`config.mk`:
```
export PLATFORM = sky130hd
export DESIGN_NAME = gpzda_sender_flat
export DESIGN_NICKNAME = d
export VERILOG_FILES = /design/src/rtl/gpzda_sender_if.sv /design/src/rtl/gpzda_sender.sv /design/src/flat_wrapper.sv
export SDC_FILE = /design/constraint.sdc
export NUM_CORES = 1
export LEC_CHECK = 0
export CAP_MARGIN = 20
export CORE_MARGIN = 2
export CORE_UTILIZATION = 45
export DETAILED_ROUTE_END_ITERATION = 10
export GPL_TIMING_DRIVEN = 0
export PLACE_DENSITY_LB_ADDON = 0.08
export SLEW_MARGIN = 15
export SYNTH_ARGS = -nofsm -noshare
export SYNTH_HDL_FRONTEND = slang
export SYNTH_SLANG_ARGS = --single-unit
export TNS_END_PERCENT = 100
```
`constraint.sdc`:
```
create_clock -name clock -period 3 [get_ports clock]
set_clock_uncertainty 0.15 [all_clocks]
set_input_delay 0.75 -clock clock [delete_from_list [all_inputs] [get_ports clock]]
set_output_delay 0.75 -clock clock [all_outputs]
set_load 0.02 [all_outputs]
```
`src/rtl/gpzda_sender_if.sv`:
```
// Byte/load link between a ZDA sentence requester and the sender.
// The sender takes the slave side; whoever starts sentences takes the master side.
interface gpzda_sender_if;
  logic        start;
  logic [7:0]  hour;
  logic [7:0]  minute;
  logic [7:0]  second;
  logic [7:0]  centisecond;
  logic [7:0]  day;
  logic [7:0]  month;
  logic [15:0] year;
  logic [7:0]  data;
  logic        load;
  logic        busy;
  logic        done;

  modport master (
    output start, hour, minute, second, centisecond, day, month, year,
    input  data, load, busy, done
  );

  modport slave (
    input  start, hour, minute, second, centisecond, day, month, year,
    output data, load, busy, done
  );
endinterface

```
`src/rtl/gpzda_sender.sv`:
```
// Streams one 34-byte NMEA ZDA sentence built from latched BCD fields,
// one load strobe per byte, PERIOD cycles apart.
module gpzda_sender #(
  parameter int PERIOD = 2
) (
  input logic           clock,
  input logic           reset,
  gpzda_sender_if.slave bus
);

  localparam int             PW          = (PERIOD > 1) ? $clog2(PERIOD) : 1;
  localparam logic [PW-1:0]  PACE_RELOAD = PW'(PERIOD - 1);
  localparam logic [5:0]     LAST_IDX    = 6'd33;
  localparam logic [5:0]     END_IDX     = 6'd34;

  typedef enum logic [0:0] {
    IDLE = 1'b0,
    SEND = 1'b1
  } state_t;

  state_t          state_r;
  logic [5:0]      idx_r;
  logic [PW-1:0]   pace_r;
  logic [7:0]      csum_r;
  logic [7:0]      hour_r;
  logic [7:0]      minute_r;
  logic [7:0]      second_r;
  logic [7:0]      centi_r;
  logic [7:0]      day_r;
  logic [7:0]      month_r;
  logic [15:0]     year_r;
  logic [7:0]      data_r;
  logic            load_r;
  logic            busy_r;
  logic            done_r;
  logic [7:0]      byte_s;
  logic            in_sum_s;

  assign bus.data = data_r;
  assign bus.load = load_r;
  assign bus.busy = busy_r;
  assign bus.done = done_r;

  // BCD nibbles are not range-checked: 10-15 become ':'..'?'.
  function automatic logic [7:0] dig(input logic [3:0] n);
    return 8'h30 + {4'h0, n};
  endfunction

  function automatic logic [7:0] hex_char(input logic [3:0] n);
    if (n < 4'd10) begin
      return 8'h30 + {4'h0, n};
    end else begin
      return 8'h37 + {4'h0, n};
    end
  endfunction

  // Byte at the current frame index.
  always_comb begin
    byte_s = 8'h00;
    case (idx_r)
      6'd0:                                    byte_s = 8'h24;
      6'd1:                                    byte_s = 8'h47;
      6'd2:                                    byte_s = 8'h50;
      6'd3:                                    byte_s = 8'h5A;
      6'd4:                                    byte_s = 8'h44;
      6'd5:                                    byte_s = 8'h41;
      6'd6, 6'd16, 6'd19, 6'd22, 6'd27, 6'd28: byte_s = 8'h2C;
      6'd7:                                    byte_s = dig(hour_r[7:4]);
      6'd8:                                    byte_s = dig(hour_r[3:0]);
      6'd9:                                    byte_s = dig(minute_r[7:4]);
      6'd10:                                   byte_s = dig(minute_r[3:0]);
      6'd11:                                   byte_s = dig(second_r[7:4]);
      6'd12:                                   byte_s = dig(second_r[3:0]);
      6'd13:                                   byte_s = 8'h2E;
      6'd14:                                   byte_s = dig(centi_r[7:4]);
      6'd15:                                   byte_s = dig(centi_r[3:0]);
      6'd17:                                   byte_s = dig(day_r[7:4]);
      6'd18:                                   byte_s = dig(day_r[3:0]);
      6'd20:                                   byte_s = dig(month_r[7:4]);
      6'd21:                                   byte_s = dig(month_r[3:0]);
      6'd23:                                   byte_s = dig(year_r[15:12]);
      6'd24:                                   byte_s = dig(year_r[11:8]);
      6'd25:                                   byte_s = dig(year_r[7:4]);
      6'd26:                                   byte_s = dig(year_r[3:0]);
      6'd29:                                   byte_s = 8'h2A;
      6'd30:                                   byte_s = hex_char(csum_r[7:4]);
      6'd31:                                   byte_s = hex_char(csum_r[3:0]);
      6'd32:                                   byte_s = 8'h0D;
      6'd33:                                   byte_s = 8'h0A;
      default:                                 byte_s = 8'h00;
    endcase
  end

  assign in_sum_s = (idx_r >= 6'd1) && (idx_r <= 6'd28);

  // Sentence sequencer: latches fields on start, paces bytes, accumulates checksum.
  always_ff @(posedge clock or negedge reset) begin
    if (!reset) begin
      state_r  <= IDLE;
      idx_r    <= 6'd0;
      pace_r   <= {PW{1'b0}};
      csum_r   <= 8'h00;
      hour_r   <= 8'h00;
      minute_r <= 8'h00;
      second_r <= 8'h00;
      centi_r  <= 8'h00;
      day_r    <= 8'h00;
      month_r  <= 8'h00;
      year_r   <= 16'h0000;
      data_r   <= 8'h00;
      load_r   <= 1'b0;
      busy_r   <= 1'b0;
      done_r   <= 1'b0;
    end else begin
      case (state_r)
        IDLE: begin
          done_r <= 1'b0;
          if (bus.start) begin
            hour_r   <= bus.hour;
            minute_r <= bus.minute;
            second_r <= bus.second;
            centi_r  <= bus.centisecond;
            day_r    <= bus.day;
            month_r  <= bus.month;
            year_r   <= bus.year;
            csum_r   <= 8'h00;
            data_r   <= 8'h24;
            load_r   <= 1'b1;
            idx_r    <= 6'd1;
            pace_r   <= PACE_RELOAD;
            busy_r   <= 1'b1;
            state_r  <= SEND;
          end else begin
            load_r <= 1'b0;
            busy_r <= 1'b0;
          end
        end
        SEND: begin
          // One idle cycle after the final byte so a new start lands two cycles later.
          if (idx_r == END_IDX) begin
            state_r <= IDLE;
            idx_r   <= 6'd0;
            pace_r  <= {PW{1'b0}};
            load_r  <= 1'b0;
            done_r  <= 1'b0;
            busy_r  <= 1'b0;
          end else if (pace_r != {PW{1'b0}}) begin
            pace_r <= pace_r - PW'(1);
            load_r <= 1'b0;
            done_r <= 1'b0;
          end else begin
            data_r <= byte_s;
            load_r <= 1'b1;
            done_r <= (idx_r == LAST_IDX);
            idx_r  <= idx_r + 6'd1;
            pace_r <= PACE_RELOAD;
            if (in_sum_s) begin
              csum_r <= csum_r ^ byte_s;
            end else begin
              csum_r <= csum_r;
            end
          end
        end
        default: begin
          state_r <= IDLE;
          idx_r   <= 6'd0;
          pace_r  <= {PW{1'b0}};
          load_r  <= 1'b0;
          done_r  <= 1'b0;
          busy_r  <= 1'b0;
        end
      endcase
    end
  end

endmodule

```
`src/flat_wrapper.sv`:
```
// flat-port wrapper written by rule: the top's interface ports become plain ports
module gpzda_sender_flat 
#(
  parameter int PERIOD = 2
)
  (clock, reset, bus_start, bus_hour, bus_minute, bus_second, bus_centisecond, bus_day, bus_month, bus_year, bus_data, bus_load, bus_busy, bus_done);
  gpzda_sender_if bus_i ();
  input logic clock;
  input logic reset;
  input wire logic [$bits(bus_i.start)-1:0] bus_start;
  input wire logic [$bits(bus_i.hour)-1:0] bus_hour;
  input wire logic [$bits(bus_i.minute)-1:0] bus_minute;
  input wire logic [$bits(bus_i.second)-1:0] bus_second;
  input wire logic [$bits(bus_i.centisecond)-1:0] bus_centisecond;
  input wire logic [$bits(bus_i.day)-1:0] bus_day;
  input wire logic [$bits(bus_i.month)-1:0] bus_month;
  input wire logic [$bits(bus_i.year)-1:0] bus_year;
  output wire logic [$bits(bus_i.data)-1:0] bus_data;
  output wire logic [$bits(bus_i.load)-1:0] bus_load;
  output wire logic [$bits(bus_i.busy)-1:0] bus_busy;
  output wire logic [$bits(bus_i.done)-1:0] bus_done;
  assign bus_i.start = bus_start;
  assign bus_i.hour = bus_hour;
  assign bus_i.minute = bus_minute;
  assign bus_i.second = bus_second;
  assign bus_i.centisecond = bus_centisecond;
  assign bus_i.day = bus_day;
  assign bus_i.month = bus_month;
  assign bus_i.year = bus_year;
  assign bus_data = bus_i.data;
  assign bus_load = bus_i.load;
  assign bus_busy = bus_i.busy;
  assign bus_done = bus_i.done;
  gpzda_sender #(.PERIOD(PERIOD)) u_core (.clock(clock), .reset(reset), .bus(bus_i));
endmodule
```
==> results.toml <==
[run_status]
status = "finished, final reports clean"

[setup_path]
cp.depth = 6
ff2ff_setup_slack_ns = 0.16
cp_slowest_cell = "clkbuf_1"
cpPeakStageDelay_ns = 0.51
path_delay_family = "buffers and inverters"
worstPathRequired_ns = 3.07
end_kind = "register"
cp-start-kind = "primary input"
arrival_ns = 2.93
crit_buf_inv = 4
critPathKind = "primary input to register"
cp_max_fo = 10
cp_cell_sequence = "clkdlybuf4s50_1 -> nand2b_1 -> clkbuf_1 -> buf_1 -> buf_1 -> o21ai_0"
worst_r2r_path_depth = 9
crit_path_frequent_cell = "buf_1"

[layout]
fillers = 989
area_growth_pct = 25.7
drive_gt1_frac = 0.0789
antennaDiodeCount = 0
final_util = 0.578
finalNetCount = 728

[yosys]
synth_edf_count = 0
yosys_warnings = 0
avgSynthCellArea_um2 = 8.32
syn_area_mm2 = 0.00473
synth-seq-cells = 89
ys_seq_area_frac = 0.471
yosysUniqueCellTypes = 62
synth-main-ff-cell = "dfrtp_1"
syn_inst = 568
synth_nets = 641
synthArstFlopShare = 1.00

[drt]
routed-wl-met2_um = 6810
drc = 0
met1_length_um = 6940
vias = 4411
dr.pass1.iters = 5
routedWlPerCell_um = 19.0
dr_wl_met3_um = 821
drt_iter0_drc = 274
ant_nets = 0
viasPerCell = 5.55
wl_um = 15100
maxUsedRoutingLayer = "met4"

[global_route]
grt_use_total = 0.280
grt_pass1_vias = 4328
grt_pass1_wl_um = 23900
grt_start_max_net_pins = 50
overflow = 0
antenna_found_initial = 0

[sta]
min_period_over_period = 0.953
finalSetupViolations = 0
maxSlewHeadroom = 0.297
tightest_slew_ns = 1.04
finalSetupTns_ns = 0
rsz0062_at_grt = "false"
slew_violations = 0
fin_crit_ns = 2.86
hold_ws_ns = 0.214
fmax_mhz = 350
finalHoldViolCount = 0

[floorplan]
ios = 78
chipHeight_um = 107
die_area_mm2 = 0.0113
core-area_mm2 = 0.0103
start_util = 0.460
rows = 37
die_w_um = 107

[clock_tree]
clock_latency_ns = 0.37
cts_htree_levels = 3
cts_buffers = 9
cts_tree = "done"
hold_buffers = 0
cts_sinks = 89
clkTransAtPathRegs_ns = 0.09
cts_root_buf = "clkbuf_8"
cts_buffer_depth = 2

[power]
p_leak_nw = 2.79
max-vdd-ir-drop_mv = 0.266
powerDensity_mw_per_mm2 = 412

[place]
hpwl_um = 11200
gp_congestion = 0.969
portBuffers = 76

[min_path]
min_path_type = "primary input to asynchronous set/reset pin"

[flow_run]
maxCapViolCount = 0
==> synth_stat cells (all sizes together), types with 3 or more instances <==
cell type / number / area, µm²
a21oi: 15 / 75.1
a22o: 4 / 35.0
a22oi: 7 / 52.6
a31oi: 3 / 18.8
and3: 5 / 31.3
and4: 3 / 28.8
buf: 22 / 129
clkbuf: 21 / 78.8
dfrtp: 89 / 2230
ha: 6 / 75.1
inv: 8 / 30.0
mux2i: 9 / 90.1
nand2: 222 / 833
nand2b: 10 / 62.6
nand3: 22 / 110
nand3b: 3 / 22.5
nand4: 5 / 31.3
nor2: 13 / 48.8
nor2b: 6 / 37.5
nor3: 5 / 25.0
nor4: 4 / 25.0
nor4bb: 3 / 30.0
o211ai: 4 / 30.0
o21ai: 22 / 110
o22ai: 4 / 25.0
o31ai: 4 / 30.0
o41ai: 3 / 41.3
or3: 7 / 43.8
==> state kept, by name, summed over array words and instances (netlist names) <==
signal and count:
u_core.bus.busy 1, u_core.bus.data 7, u_core.bus.done 1, u_core.bus.load 1, u_core.centi_r 8, u_core.csum_r 7
u_core.day_r 8, u_core.hour_r 8, u_core.idx_r 6, u_core.minute_r 8, u_core.month_r 8, u_core.pace_r 1
u_core.second_r 8, u_core.state_r 1, u_core.year_r 16
==> worst paths after layout <==
path | end | startpoint
min in group clock | u_core.day_r[3]$_DFFE_PN0P_ | u_core.day_r[3]$_DFFE_PN0P_
worst min-delay path | u_core.idx_r[0]$_DFFE_PN0P_ | reset
worst max-delay path | u_core.bus.busy$_DFFE_PN0P_ | bus_start
worst min register to register | u_core.day_r[3]$_DFFE_PN0P_ | u_core.day_r[3]$_DFFE_PN0P_
worst max register to register | u_core.csum_r[0]$_DFFE_PN0P_ | u_core.idx_r[0]$_DFFE_PN0P_
max in group asynchronous | u_core.year_r[12]$_DFFE_PN0P_ | reset
==> power breakdown <==
group / internal (W) / switching [W]
logic: 0.000146 / 0.000117
registers: 0.00126 / 0.0000596
clock network: 0.000428 / 0.000437
==> worst reg2reg max path: cells and delay by family, from the launching register on <==
| kind | cells | cell delay [ns] |
|---|---|---|
| AOI/OAI and AO/OA | 5 | 1.02 |
| and+or+nand+nor | 1 | 0.64 |
| DFF | 1 | 0.42 |
| buffers and inverters | 2 | 0.32 |
| adders and majority gates | 1 | 0.21 |
==> layout by cell type, fill, tap and decap left out, types with 3 or more instances in the layout <==
cell               n
a22oi_1            7
nand4_1            5
a31oi_1            3
o21ai_0           22
nor4_2             3
nand2b_1          10
nor4bb_1           3
buf_4              7
nor2_1            13
a22o_1             4
buf_2             12
o211ai_1           4
clkdlybuf4s50_1   75
clkbuf_8          11
buf_1              4
clkbuf_1          16
or3_1              7
nand3_1           22
nand3b_1           3
nand2_1          222
nor2b_1            6
o22ai_1            4
nor3_1             5
ha_1               4
o31ai_1            4
and3_1             5
dfrtp_1           88
inv_1              8
a21oi_1           15
mux2i_1            9
==> metal layers <==
layer  up-vias  track usage
li1       2096            -
met3        34       0.0497
met2       159        0.428
met1      2122        0.394
met4         0        0.113
met5         -            0
==> timing repair <==
action,4_1_cts,5_1_grt
pin swaps,1,2
cloned,0,0
buffers inserted,0,1
setup endpoints to repair,6,9
resized for setup,5,12
==> final cells by class <==
type,instances,area [µm²],area share
timing repair buffer,78,793,0.134
multi-input combinational,428,2310,0.389
buffer,41,205,0.0345
inverter,8,30.0,0.00505
tap,136,170,0.0286
clock inverter,4,51.3,0.00863
clock buffer,11,151,0.0255
sequential,89,2230,0.375
==> stage by stage <==
stage | std cells | worst slack [ns] | cell area (µm²) | total power (W)
after CTS | 794 | 0.00813 | 5890 | 0.00247
final | 795 | 0.140 | 5940 | 0.00245
after global placement | 780 | -2.15 | 5660 | 0.00159
after detailed placement | 781 | -0.360 | 5680 | 0.00161
after floorplan | 568 | 0.622 | 4730 | 0.00144
after global routing | 795 | 0.0136 | 5940 | 0.00256
==> cell families (layout without fill, tap and decap cells) <==
| kind of cell | count (synthesis) | in the layout | share of synthesized area |
|---|---|---|---|
| buffers and inverters | 51 | 142 | 0.0503 |
| muxes | 9 | 9 | 0.0191 |
| xor gates and xnor gates | 3 | 3 | 0.00556 |
| and+or+nand+nor | 321 | 321 | 0.306 |
| adders and majority gates | 6 | 6 | 0.0159 |
| other | 1 | 1 | 0.000793 |
| DFF | 89 | 89 | 0.471 |
| AOI/OAI and AO/OA | 88 | 88 | 0.132 |
(Power assumes the default switching activity.)
